$ cat config.mk
export PLATFORM = sky130hd
export DESIGN_NAME = nunchuk_poll_sequencer
export DESIGN_NICKNAME = d
export VERILOG_FILES = /design/src/rtl/nunchuk_pkg.sv /design/src/rtl/nunchuk_decode.sv /design/src/rtl/nunchuk_poll_sequencer.sv
export SDC_FILE = /design/constraint.sdc
export NUM_CORES = 1
export LEC_CHECK = 0
export CORE_ASPECT_RATIO = 0.9
export CORE_MARGIN = 5
export CORE_UTILIZATION = 39
export DETAILED_ROUTE_END_ITERATION = 6
export PLACE_DENSITY = 0.67
export SLEW_MARGIN = 0
export SYNTH_ARGS = -nofsm -noshare
export SYNTH_HDL_FRONTEND = slang
export SYNTH_SLANG_ARGS = --single-unit
$ cat constraint.sdc
create_clock -name clock -period 6.35 [get_ports clock]
set_input_delay 1.5875 -clock clock [delete_from_list [all_inputs] [get_ports clock]]
set_output_delay 1.5875 -clock clock [all_outputs]
set_load 0.1 [all_outputs]
$ cat src/rtl/nunchuk_pkg.sv
// Shared types and constants for the nunchuk poll sequencer.
// Optional feature macro: NUNCHUK_DEADZONE_EN (stick deadzone in nunchuk_decode).
package nunchuk_pkg;

  // FSM encoding, kept as plain constants for legacy tool compatibility
  typedef logic [3:0] state_t;
  localparam state_t StBoot      = 4'd0;
  localparam state_t StInit1     = 4'd1;
  localparam state_t StInit1Wait = 4'd2;
  localparam state_t StInit2     = 4'd3;
  localparam state_t StInit2Wait = 4'd4;
  localparam state_t StIdle      = 4'd5;
  localparam state_t StPtr       = 4'd6;
  localparam state_t StPtrWait   = 4'd7;
  localparam state_t StSettle    = 4'd8;
  localparam state_t StRead      = 4'd9;
  localparam state_t StReadWait  = 4'd10;
  localparam state_t StUpdate    = 4'd11;

  // Unencrypted init sequence and data register
  localparam logic [7:0] REG_ENC1 = 8'hF0;
  localparam logic [7:0] VAL_ENC1 = 8'h55;
  localparam logic [7:0] REG_ENC2 = 8'hFB;
  localparam logic [7:0] VAL_ENC2 = 8'h00;
  localparam logic [7:0] REG_DATA = 8'h00;

  localparam int unsigned REPORT_BYTES = 6;

  typedef struct packed {
    logic [7:0] stick_x;
    logic [7:0] stick_y;
    logic [9:0] accel_x;
    logic [9:0] accel_y;
    logic [9:0] accel_z;
    logic       z;
    logic       c;
  } nunchuk_sample_t;

  // Stick centred, accelerometers at mid-scale, buttons released
  localparam nunchuk_sample_t SAMPLE_RESET = '{
    stick_x: 8'h80, stick_y: 8'h80,
    accel_x: 10'd512, accel_y: 10'd512, accel_z: 10'd512,
    z: 1'b0, c: 1'b0
  };

endpackage

$ cat src/rtl/nunchuk_decode.sv
// Combinational decode of a raw 6-byte nunchuk report (byte0 in [7:0]).
// Flags an all-ones report as a bad read (device absent or not initialised).
// With NUNCHUK_DEADZONE_EN defined, stick values near centre snap to 8'h80.
module nunchuk_decode
  import nunchuk_pkg::*;
`ifdef NUNCHUK_DEADZONE_EN
#(
  parameter int unsigned DEADZONE = 8
)
`endif
(
  input  logic [8*REPORT_BYTES-1:0] raw,
  output nunchuk_sample_t           sample,
  output logic                      bad
);

`ifdef NUNCHUK_DEADZONE_EN
  // Window is 128 +/- DEADZONE, inclusive at both ends
  function automatic logic [7:0] apply_deadzone(input logic [7:0] v);
    int val;
    val = int'({24'd0, v});
    if ((val >= 128 - int'(DEADZONE)) && (val <= 128 + int'(DEADZONE))) begin
      return 8'h80;
    end
    return v;
  endfunction
`endif

  // Field extraction; buttons are active-low on the wire
  always_comb begin
    sample = SAMPLE_RESET;
`ifdef NUNCHUK_DEADZONE_EN
    sample.stick_x = apply_deadzone(raw[7:0]);
    sample.stick_y = apply_deadzone(raw[15:8]);
`else
    sample.stick_x = raw[7:0];
    sample.stick_y = raw[15:8];
`endif
    sample.accel_x = {raw[23:16], raw[43:42]};
    sample.accel_y = {raw[31:24], raw[45:44]};
    sample.accel_z = {raw[39:32], raw[47:46]};
    sample.z       = ~raw[40];
    sample.c       = ~raw[41];
  end

  assign bad = &raw;

endmodule

$ cat src/rtl/nunchuk_poll_sequencer.sv
// Drives the I2C master: runs the unencrypted init sequence after reset, then
// periodically reads the 6-byte report and publishes decoded registered outputs.
// Optional feature macro: NUNCHUK_DEADZONE_EN (adds DEADZONE parameter).
module nunchuk_poll_sequencer
  import nunchuk_pkg::*;
#(
  parameter logic [6:0]  DEV_ADDR    = 7'h52,
  parameter int unsigned INIT_DELAY  = 50000,
  parameter int unsigned POLL_PERIOD = 500000,
  parameter int unsigned SETTLE      = 2000,
  parameter int unsigned TIMEOUT     = 100000
`ifdef NUNCHUK_DEADZONE_EN
  ,
  parameter int unsigned DEADZONE    = 8
`endif
) (
  input  logic        clock,
  input  logic        reset,
  output logic [6:0]  i2c_device_addr,
  output logic [7:0]  i2c_addr,
  output logic [2:0]  i2c_num_bytes,
  output logic [7:0]  i2c_data_in,
  output logic        i2c_write,
  output logic        i2c_start,
  input  logic [47:0] i2c_data_out,
  input  logic        i2c_done,
  output logic [7:0]  stick_x,
  output logic [7:0]  stick_y,
  output logic [9:0]  accel_x,
  output logic [9:0]  accel_y,
  output logic [9:0]  accel_z,
  output logic        z,
  output logic        c,
  output logic        sample_valid,
  output logic        ready,
  output logic        error
);

  state_t          state_q, state_d;
  logic [31:0]     cnt_q, poll_q;
  logic            ready_q, error_q, sample_valid_q;
  logic [47:0]     raw_q;
  nunchuk_sample_t sample_q, dec_sample;
  logic            dec_bad;
  logic            in_wait, wait_expired, poll_tick, init_done, fatal;

`ifdef NUNCHUK_DEADZONE_EN
  nunchuk_decode #(.DEADZONE(DEADZONE)) u_decode (
    .raw    (raw_q),
    .sample (dec_sample),
    .bad    (dec_bad)
  );
`else
  nunchuk_decode u_decode (
    .raw    (raw_q),
    .sample (dec_sample),
    .bad    (dec_bad)
  );
`endif

  // Event decode shared by next-state and status logic
  always_comb begin
    in_wait = (state_q == StInit1Wait) || (state_q == StInit2Wait) ||
              (state_q == StPtrWait)   || (state_q == StReadWait);
    wait_expired = in_wait && !i2c_done && (cnt_q + 32'd1 >= TIMEOUT);
    poll_tick    = ready_q && (poll_q + 32'd1 >= POLL_PERIOD);
    init_done    = (state_q == StInit2Wait) && i2c_done;
    fatal        = wait_expired || ((state_q == StUpdate) && dec_bad);
  end

  // Next-state logic; any fatal condition forces a full re-init from BOOT
  always_comb begin
    state_d = state_q;
    case (state_q)
      StBoot:      if (cnt_q + 32'd1 >= INIT_DELAY) state_d = StInit1;
      StInit1:     state_d = StInit1Wait;
      StInit1Wait: if (i2c_done) state_d = StInit2;
      StInit2:     state_d = StInit2Wait;
      StInit2Wait: if (i2c_done) state_d = StIdle;
      StIdle:      if (poll_tick) state_d = StPtr;
      StPtr:       state_d = StPtrWait;
      StPtrWait:   if (i2c_done) state_d = StSettle;
      StSettle:    if (cnt_q + 32'd1 >= SETTLE) state_d = StRead;
      StRead:      state_d = StReadWait;
      StReadWait:  if (i2c_done) state_d = StUpdate;
      StUpdate:    state_d = StIdle;
      default:     state_d = StBoot;
    endcase
    if (fatal) state_d = StBoot;
  end

  // State register and per-state cycle counter (restarts on every transition)
  always_ff @(posedge clock or posedge reset) begin
    if (reset) begin
      state_q <= StBoot;
      cnt_q   <= '0;
    end else begin
      state_q <= state_d;
      cnt_q   <= (state_d != state_q) ? 32'd0 : cnt_q + 32'd1;
    end
  end

  // Poll counter: free-running once ready; ticks landing outside IDLE are dropped
  always_ff @(posedge clock or posedge reset) begin
    if (reset) begin
      poll_q <= '0;
    end else if (init_done) begin
      poll_q <= '0;
    end else if (ready_q) begin
      poll_q <= poll_tick ? 32'd0 : poll_q + 32'd1;
    end
  end

  // Ready/error status; error is sticky until the next successful init
  always_ff @(posedge clock or posedge reset) begin
    if (reset) begin
      ready_q <= 1'b0;
      error_q <= 1'b0;
    end else if (init_done) begin
      ready_q <= 1'b1;
      error_q <= 1'b0;
    end else if (fatal) begin
      ready_q <= 1'b0;
      error_q <= 1'b1;
    end
  end

  // Command fields load on entry to a command state and hold until done
  always_ff @(posedge clock or posedge reset) begin
    if (reset) begin
      i2c_addr      <= '0;
      i2c_data_in   <= '0;
      i2c_num_bytes <= '0;
      i2c_write     <= 1'b0;
    end else if (state_d != state_q) begin
      case (state_d)
        StInit1: begin
          i2c_addr      <= REG_ENC1;
          i2c_data_in   <= VAL_ENC1;
          i2c_num_bytes <= 3'd1;
          i2c_write     <= 1'b1;
        end
        StInit2: begin
          i2c_addr      <= REG_ENC2;
          i2c_data_in   <= VAL_ENC2;
          i2c_num_bytes <= 3'd1;
          i2c_write     <= 1'b1;
        end
        StPtr: begin
          i2c_addr      <= REG_DATA;
          i2c_data_in   <= 8'h00;
          i2c_num_bytes <= 3'd0;
          i2c_write     <= 1'b1;
        end
        StRead: begin
          i2c_addr      <= 8'h00;
          i2c_data_in   <= 8'h00;
          i2c_num_bytes <= 3'(REPORT_BYTES);
          i2c_write     <= 1'b0;
        end
        default: ;
      endcase
    end
  end

  // Capture the report on read completion; decoded during UPDATE
  always_ff @(posedge clock or posedge reset) begin
    if (reset) begin
      raw_q <= '0;
    end else if ((state_q == StReadWait) && i2c_done) begin
      raw_q <= i2c_data_out;
    end
  end

  // Output sample register; a bad read leaves the previous sample in place
  always_ff @(posedge clock or posedge reset) begin
    if (reset) begin
      sample_q       <= SAMPLE_RESET;
      sample_valid_q <= 1'b0;
    end else begin
      sample_valid_q <= 1'b0;
      if ((state_q == StUpdate) && !dec_bad) begin
        sample_q       <= dec_sample;
        sample_valid_q <= 1'b1;
      end
    end
  end

  // Start is decoded from the registered state, so async reset clears it at once
  assign i2c_start = (state_q == StInit1) || (state_q == StInit2) ||
                     (state_q == StPtr)   || (state_q == StRead);

  assign i2c_device_addr = DEV_ADDR;
  assign stick_x         = sample_q.stick_x;
  assign stick_y         = sample_q.stick_y;
  assign accel_x         = sample_q.accel_x;
  assign accel_y         = sample_q.accel_y;
  assign accel_z         = sample_q.accel_z;
  assign z               = sample_q.z;
  assign c               = sample_q.c;
  assign sample_valid    = sample_valid_q;
  assign ready           = ready_q;
  assign error           = error_q;

endmodule

==> flow_metrics.tcl, run 1 <==
set metrics [dict create \
    cp.arrival_ps 2960 \
    crit_type "reg -> out" \
    cts_max_path_buffers 2 \
    ys_seq_area_share_pct 48.3 \
    min_path_type "reg -> reg" \
    synth_top_area_share_pct 46.8 \
    slew_violations 0 \
    synth_flop_cell "dfrtp_1" \
    synth_area_leader_cell "dfrtp_1" \
    wl_per_cell_um 16.3 \
    p_leak_uw 0.00484 \
    grt_pass1_vias 6948 \
    drt-initial-drc-count 634 \
    crit_family "buffers and inverters" \
    dp_cells 1315 \
    worst_setup_path_end_kind "primary output" \
    clkPwrFrac_pct 47.9 \
    cp_cell_sequence "inv_1 > nor2_1 > a32o_1 > clkdlybuf4s50_1" \
    cts-hold-fix-buffers 0 \
    intPower_uw 1680 \
    yosysMostFrequentCell "nand2_1" \
    cts.sinks 173 \
    met1_usage_pct 24.8 \
    grt_max_degree 94 \
    viasPerCell 5.36 \
    post_cts_resized 0 \
    postRouteAntennaNets 0 \
    cts-root-buf "clkbuf_16" \
    fin_tns_setup_ps 0 \
    num_rows 52 \
    clock_latency_ps 440 \
    die_h_um 154 \
    port_buffers 117 \
    ys_types 73 \
    die_x_um 170 \
    yosys_warnings 0 \
    synth.avg_cell_area_sq_um 9.32 \
    slew_headroom_pct 23.9 \
    crit_slowest_cell "clkdlybuf4s50_1" \
    seqPwrFrac_pct 48.4 \
    p_total_uw 2280 \
    timing.hold.ws_ps 462 \
    wirelength_um 21900 \
    status "finished, final reports clean" \
    crit_path_max_fanout 8 \
    synth_edf_count 0 \
    worst_pin_slew_ps 1140 \
    hold_viol_final 0 \
    skew_ps 19.6 \
    gp_congestion 0.883 \
    period_share_pct 71.7 \
    irDropWorstVdd_uv 182 \
    netlist_instances 963 \
    drc 0 \
    antenna_found_initial 1 \
    grt_pass1_wl_um 36800 \
    crit_required_ps 4760 \
    post-cts-setup-buffers 0 \
    power_density_mw_per_mm2 209 \
    hpwl_um 15100 \
    start_kind "register" \
    ys_ff_latch 173 \
    track_usage_pct 17.0 \
    met2_usage_pct 25.1 \
    diodes 0 \
    p_sw_share_pct 26.3 \
    min_period_ps 4550 \
    multi_input_area_sq_mm 0.00422 \
    p_comb_share_pct 3.8 \
    final_cells 1347 \
    drtPass1Iterations 5 \
    fmax_mhz 220 \
    overflow 0 \
    final_nets 1091 \
    synth_commonest_cells "nand2_1 (208), dfrtp_1 (168), mux2_2 (49)" \
    synth_area_sq_mm 0.00897 \
    p_sw_uw 599 \
    numCtsBuffers 17 \
    drive_gt1_share_pct 11.2 \
    rsz0062_at_grt "no" \
    synth_area_leaders "dfrtp_1 (47%), nand2_1 (8.7%), mux2_2 (6.1%), nor3_1 (2.5%), xnor2_1 (2.2%)" \
    slowest_delay_ps 1210 \
    cts_tree "built" \
    area_growth_pct 21.2 \
    initial_core_util_pct 39.7 \
    dieArea_sq_mm 0.0261 \
    drv_cap 0 \
    grt_use_met3_pct 4.54 \
    core_sq_mm 0.0226 \
    vias 7224 \
    cts-htree-levels 4 \
    busiest_layer "met2" \
    path_clk_slew_ps 80 \
    synthArstFlopShare_pct 100 \
    fillers 2092 \
    crit_buf_inv 2 \
    setup_viol 0 \
    pin_count 130 \
    ff_latch_area_sq_mm 0.00434 \
]
## stage by stage
step | utilization (%) | instance area (sq um) | setup slack, ps
finish | 48.2 | 10900 | 1800
floorplan | - | 9010 | 82.3
global placement | 45.4 | 10200 | 2210
CTS | 48.2 | 10900 | 1810
detailed placement | 45.4 | 10200 | 2130
global route | 48.2 | 10900 | 1630
## flip-flops by register name, summed over array words and instances (netlist names), 4 cells and up
signal,flops
accel_y,10
stick_y,8
accel_x,10
raw_q,48
state_q,4
poll_q,32
accel_z,10
stick_x,8
cnt_q,32
## worst register-to-register path, cell delays in order, from the launching register on
cell and delay [ps]:
dfrtp_1 500, nand4_1 370, nor2_2 410, nand4b_1 220, or4b_1 530, a2111oi_2 420
and3_1 270, or3_1 120, a32o_1 880, o21ai_0 240, nor3_1 190
## per-layer routing
layer	vias to the layer above	share of wire, %	routed length, um
met2	168	45	9920
met4	2	1.6	347
met3	23	5.3	1150
met1	3516	48	10500
li1	3515	-	-
met5	-	0.059	13
## power groups by stage
| stage | registers [uW] | clock network [uW] | logic [uW] |
|---|---|---|---|
| floorplan | 1120 | 0 | 53.5 |
| global route | 1100 | 1170 | 92.8 |
| CTS | 1100 | 1120 | 87.7 |
| finish | 1100 | 1090 | 85.6 |
| detailed placement | 1120 | 0 | 87.3 |
| global placement | 1120 | 0 | 87.4 |
## cells in the final DEF (no fill, tap or decap), types with 10 or more instances in the layout
| master | n |
|---|---|
| clkdlybuf4s50_1 | 117 |
| nand4_1 | 31 |
| buf_4 | 10 |
| conb_1 | 12 |
| mux2_2 | 49 |
| nor2_1 | 44 |
| dfrtp_1 | 168 |
| nor4_1 | 18 |
| o31ai_1 | 11 |
| and4_1 | 10 |
| inv_1 | 17 |
| a21oi_1 | 12 |
| clkbuf_16 | 17 |
| o21ai_0 | 40 |
| xnor2_1 | 22 |
| nand3_1 | 35 |
| xor2_1 | 12 |
| nand2_1 | 208 |
| and2_1 | 17 |
| nor3_1 | 45 |
## final timing paths
| kind | from | endpoint | slack, ps | depth (start not counted) |
|---|---|---|---|---|
| min in group asynchronous | reset | poll_q[3] | 1660 | 2 |
| worst min-delay path | stick_x[7] | stick_x[7] | 460 | 2 |
| worst max-delay path | state_q[2] | i2c_start | 1800 | 4 |
| worst max register to register | cnt_q[5] | cnt_q[26] | 2110 | 10 |
| max in group asynchronous | reset | i2c_num_bytes[1] | 3520 | 3 |
| worst min register to register | stick_x[7] | stick_x[7] | 460 | 2 |
## cell families after synthesis
family	count (synthesis)	share of synthesized area (%)
other cells	2	0.0837
xor+xnor	35	3.42
flops	173	48.3
compound gates	134	10.4
buf+inv	100	5.35
fa+ha+maj	3	0.418
simple gates	462	25.3
mux	54	6.71
## layout make-up
cell class	count	share of cell area, %
clock buffer	17	3.91
clock inverter	15	1.91
inverter	18	0.667
multi-input combinational	700	38.8
sequential	173	39.9
tap	297	3.42
timing repair buffer	127	11.5
No activity file was read; power rests on OpenSTA's default activity.
==> inputs of run 2 (changes only) <==
clock period = 4.1 ns   (was 6.35 ns; I/O delays follow)
==> flow_metrics.tcl, run 2 (synthesized netlist as in run 1, its figures left out) <==
set metrics [dict create \
    status "finished, final reports clean" \
    crit_family "simple AND/OR/NAND/NOR gates" \
    crit_buf_inv 2 \
    min_period_ps 3790 \
    cts-root-buf "clkbuf_16" \
    setup_viol 0 \
    diodes 0 \
    crit_required_ps 4440 \
    cts.sinks 173 \
    drc 0 \
    p_sw_uw 899 \
    post-place-ws_ps 71.3 \
    drv_cap 0 \
    fin_tns_setup_ps 0 \
    hold_end "accel_x[9]" \
    reg2reg_depth 12 \
    die_h_um 154 \
    start_kind "register" \
    num_rows 52 \
    slew_headroom_pct 29.6 \
    finalWorstSetupSlack_ps 308 \
    wl_per_cell_um 16.3 \
    rsz0062_at_grt "no" \
    r2r-start "cnt_q[10]" \
    crit_type "reg -> reg" \
    worst_hold_path.num_cells 2 \
    final_cell_mix "nand2_1 (208), dfrtp_1 (168), clkdlybuf4s50_1 (116)" \
    initial_core_util_pct 39.7 \
    viasPerCell 5.37 \
    power_density_mw_per_mm2 312 \
    wirelength_um 22500 \
    postLayoutCoreUtil_pct 49.4 \
    p_total_uw 3480 \
    hold_start "accel_x[9]" \
    cts_max_path_buffers 2 \
    largest_reg_flops 48 \
    period_share_pct 92.5 \
    area_growth_pct 24.2 \
    drive_gt1_share_pct 14.1 \
    grt_pass1_vias 7239 \
    grt_max_degree 144 \
    die_x_um 170 \
    top_register "raw_q" \
    worst_setup_path_end_kind "register" \
    cts-htree-levels 4 \
    drt-initial-drc-count 622 \
    dieArea_sq_mm 0.0261 \
    slew_violations 0 \
    core_sq_mm 0.0226 \
    cp_num_cells 12 \
    reg2reg_to "cnt_q[16]" \
    p_leak_uw 0.00501 \
    r2r_slack_ps 310 \
    top_regs "raw_q: 48 flops, cnt_q: 32 flops, poll_q: 32 flops" \
    hpwl_um 15700 \
    path_clk_slew_ps 80 \
    overflow 0 \
    p_sw_share_pct 25.8 \
    postRouteAntennaNets 0 \
    multi_input_area_sq_mm 0.00424 \
    clock_latency_ps 440 \
    drtPass1Iterations 5 \
    gp_congestion 0.946 \
    clkPwrFrac_pct 47.2 \
    crit_path_max_fanout 15 \
    intPower_uw 2580 \
    cp_common_cell "buf_4" \
    seqPwrFrac_pct 49.0 \
    track_usage_pct 17.3 \
    port_buffers 117 \
    slowest_delay_ps 580 \
    cp.arrival_ps 4130 \
    fmax_mhz 264 \
    final_nets 1124 \
    mostFrequentLayoutCell "nand2_1" \
    skew_ps 17.1 \
    antenna_found_initial 0 \
    ff_latch_area_sq_mm 0.00434 \
    vias 7409 \
    cts_tree "built" \
    p_comb_share_pct 3.9 \
    min_path_type "reg -> reg" \
    crit_slowest_cell "or4_4" \
    grt_pass1_wl_um 37300 \
    fillers 2067 \
    pin_count 130 \
    cp_cell_sequence "nand3_4 > or4_4 > o21ai_1 > or4b_1 > a2111oi_2 > nand3_1 > buf_4 > o211a_1 > a2111oi_4 > a21oi_4 > buf_4 > nor4b_2" \
    hold_viol_final 0 \
    irDropWorstVdd_uv 233 \
    worst_pin_slew_ps 1050 \
    numCtsBuffers 17 \
]
==> run 2: changes by cell type in the layout (fill, tap and decap cells not counted), moves of 2 or more <==
| cell | change |
|---|---|
| buf_12 | +2 |
| buf_4 | +32 |
| clkinv_4 | +2 |
| inv_6 | -2 |
| inv_8 | +2 |
==> run 2: worst max path at each step <==
stage	start	to	slack [ps]
floorplan	cnt_q[0]	i2c_write	670
global placement	cnt_q[0]	cnt_q[22]	200
detailed placement	cnt_q[0]	cnt_q[28]	70
CTS	cnt_q[0]	cnt_q[28]	20
global route	cnt_q[10]	cnt_q[27]	1
finish	cnt_q[10]	cnt_q[16]	310
==> run 2: layout make-up <==
type | count | share of cell area [%]
Clock buffer | 17 | 3.82
Clock inverter | 15 | 1.67
Inverter | 18 | 0.640
Multi-Input combinational cell | 700 | 38.0
Sequential cell | 173 | 38.9
Tap cell | 297 | 3.33
Timing Repair Buffer | 160 | 13.6
==> run 2: layer usage <==
| layer | part of all wire, % | GRT usage (%) |
|---|---|---|
| met4 | 1.6 | 4.68 |
| met1 | 47 | 24.7 |
| met3 | 4.9 | 3.95 |
| met5 | 0 | 0 |
| met2 | 46 | 26.5 |
==> run 2: worst register-to-register path, stage by stage (launching register included) <==
cell,delay [ps]
dfrtp_1,480
nand3_4,150
or4_4,580
o21ai_1,120
or4b_1,460
a2111oi_2,420
nand3_1,150
buf_4,170
o211a_1,260
a2111oi_4,340
a21oi_4,160
buf_4,190
nor4b_2,230
==> run 2: per-stage QoR <==
stage          std cells  hold WS [ps]  instance area [sq um]
3_3_place_gp        1345           446                  10500
6_report            1380           458                  11100
3_5_place_dp        1345           448                  10500
4_1_cts             1377           460                  11100
2_1_floorplan        973           455                   9010
5_1_grt             1380           484                  11100
==> run 2: power groups by stage <==
stage / Sequential (uW) / Clock (uW) / Combinational (uW)
after floorplan: 1740 / 0 / 83.2
after global placement: 1740 / 0 / 137
after detailed placement: 1740 / 0 / 138
after CTS: 1700 / 1680 / 138
after global routing: 1700 / 1750 / 147
final: 1710 / 1640 / 135
==> run 2: repair_timing <==
| action | 4_1_cts | 5_1_grt |
|---|---|---|
| endpoints found under the setup margin | 0 | 36 |
| hold endpoints to repair | 0 | 0 |
| gates resized for setup | 0 | 3 |
| buffers inserted | 0 | 3 |
| hold buffers | 0 | 0 |
==> variant: new RTL, config.mk and constraints of run 2 <==
Make the reset (`reset`) synchronous in 6 clocked blocks. Comments in the files are not updated.
--- a/src/rtl/nunchuk_poll_sequencer.sv
+++ b/src/rtl/nunchuk_poll_sequencer.sv
@@ -91,5 +91,5 @@
 
   // State register and per-state cycle counter (restarts on every transition)
-  always_ff @(posedge clock or posedge reset) begin
+  always_ff @(posedge clock) begin
     if (reset) begin
       state_q <= StBoot;
@@ -102,5 +102,5 @@
 
   // Poll counter: free-running once ready; ticks landing outside IDLE are dropped
-  always_ff @(posedge clock or posedge reset) begin
+  always_ff @(posedge clock) begin
     if (reset) begin
       poll_q <= '0;
@@ -113,5 +113,5 @@
 
   // Ready/error status; error is sticky until the next successful init
-  always_ff @(posedge clock or posedge reset) begin
+  always_ff @(posedge clock) begin
     if (reset) begin
       ready_q <= 1'b0;
@@ -127,5 +127,5 @@
 
   // Command fields load on entry to a command state and hold until done
-  always_ff @(posedge clock or posedge reset) begin
+  always_ff @(posedge clock) begin
     if (reset) begin
       i2c_addr      <= '0;
@@ -165,5 +165,5 @@
 
   // Capture the report on read completion; decoded during UPDATE
-  always_ff @(posedge clock or posedge reset) begin
+  always_ff @(posedge clock) begin
     if (reset) begin
       raw_q <= '0;
@@ -174,5 +174,5 @@
 
   // Output sample register; a bad read leaves the previous sample in place
-  always_ff @(posedge clock or posedge reset) begin
+  always_ff @(posedge clock) begin
     if (reset) begin
       sample_q       <= SAMPLE_RESET;
Behaviour: no difference found for any inputs over 10 cycles, from zero or initial values and one cycle with reset high; that may be too few to reach the edited logic, so the function may still have changed.
==> variant against run 2 <==
Sequential cell count is the same. Sequential share of layout area shrank 6.8 points. Largest cell class is now multi-input gates. Routed wire length grew 0.85%. Design area shrank 3.1%. Area after synthesis grew 0.25%. First-iteration DRC count shrank 20%. Combinational power grew 9%. Worst setup slack gained 0.027 ns. Cell count grew 4.9%. Power grew 0.32%.
==> variant: results (changes against run 2) <==
Power
  • Max IR drop VDD: 270.0 uV (+16%)
  • Seq pwr share: 48.3% (-0.7 points)
  • Leakage: 3.819 nW (-24%)

Worst setup path
  • Max FO, Critical Path: 32 (+17)
  • WP data arrival: 4.12 ns (about the same)
  • Critical path startpoint: cnt_q[0]
  • R2R Path End: cnt_q[14]
  • Worst R2R Setup Slack: 0.33 ns (+0.03 ns)

Route
  • Initial DRC count: 497 (-20%)
  • Final WL: 22.70 mm (+0.85%)
  • Met1 Routed Length: 10.77 mm (+1.6%)
  • Met3 wire length: 1.193 mm (+9.0%)

Logic synthesis
  • Ys flop type: dfxtp_1
  • Post-synth top cells: 173 x dfxtp_1, 156 x nand2_1, 123 x nor2_1
  • Largest cells by area after synthesis: dfxtp_1 38%, nand2_1 6.5%, nor2_1 5.1%
  • Yosys cell types: 87 (+19%)
  • Seq/Total Area, Yosys: 38.50% (-9.8 points)

Layout
  • Layout Nets: 1191 (+6.0%)
  • Syn-to-layout area delta: 20.00%

Outcome
  • Status: complete, no violations

Place
  • Detailed Place HPWL: 16.12 mm (+2.5%)

Global route
  • Met2 GRT Util: 25.90% (-0.63 points)
  • First-pass GRT wire length: 37.05 mm (-0.61%)

Hold path
  • Hold path start: accel_y[9]

Timing
  • Clk_skew: 0.01315 ns (-0.003904 ns)
  • Tightest Pin Transition: 1.078 ns (+0.02549 ns)
-- variant: stage by stage --
stage | area [sq um] | worst slack (ns) | std cells
finish | 10800 | 0.3343 | 1448
CTS | 10770 | 0.2885 | 1447
global route | 10800 | 0.03511 | 1448
floorplan | 9034 | 0.7503 | 1080
detailed placement | 10160 | 0.3068 | 1415
global placement | 10160 | 0.4316 | 1415
-- variant: cells by family after synthesis --
group | Yosys count | synth area share [%]
AOI/OAI and AO/OA | 157 | 12.25
and+or+nand+nor | 513 | 29.81
muxes | 45 | 5.035
xor gates and xnor gates | 68 | 6.620
buffers and inverters | 110 | 7.427
other | 2 | 0.08348
DFF | 173 | 38.50
adders and majority gates | 2 | 0.2781
-- variant: how the worst min path moves through the flow --
stage                             to  slack (ns)  cells past startpoint
after CTS                 accel_y[9]        0.47                      1
after floorplan             raw_q[7]        0.45                      2
after global placement    accel_y[9]        0.44                      1
after detailed placement  accel_y[9]        0.45                      1
after global routing      accel_y[9]        0.49                      1
final                     accel_y[9]        0.47                      1
-- variant: area by class of cell --
class	count	area [sq um]	area share, %
Multi-Input combinational cell	797	4951	45.86
Sequential cell	173	3465	32.09
Timing Repair Buffer	136	1346	12.47
Clock buffer	17	425.4	3.941
Tap cell	297	371.6	3.442
Clock inverter	15	187.7	1.739
Inverter	13	48.80	0.4520
-- variant: critical path: stages (launching register included) --
cell	delay, ns
dfxtp_1	0.50
ha_1	0.32
nand3_2	0.18
nor4_4	0.40
and2_1	0.22
nand2_2	0.08
o32a_4	0.39
a2111oi_4	0.47
a211oi_1	0.16
o32ai_2	0.33
o2111ai_4	0.18
buf_12	0.21
nor3b_1	0.20
-- variant: what timing repair did --
item / CTS / global route
endpoints found under the setup margin: 0 / 5
hold endpoints to repair: 0 / 0
buffers inserted: 0 / 1
resized for setup: 0 / 4
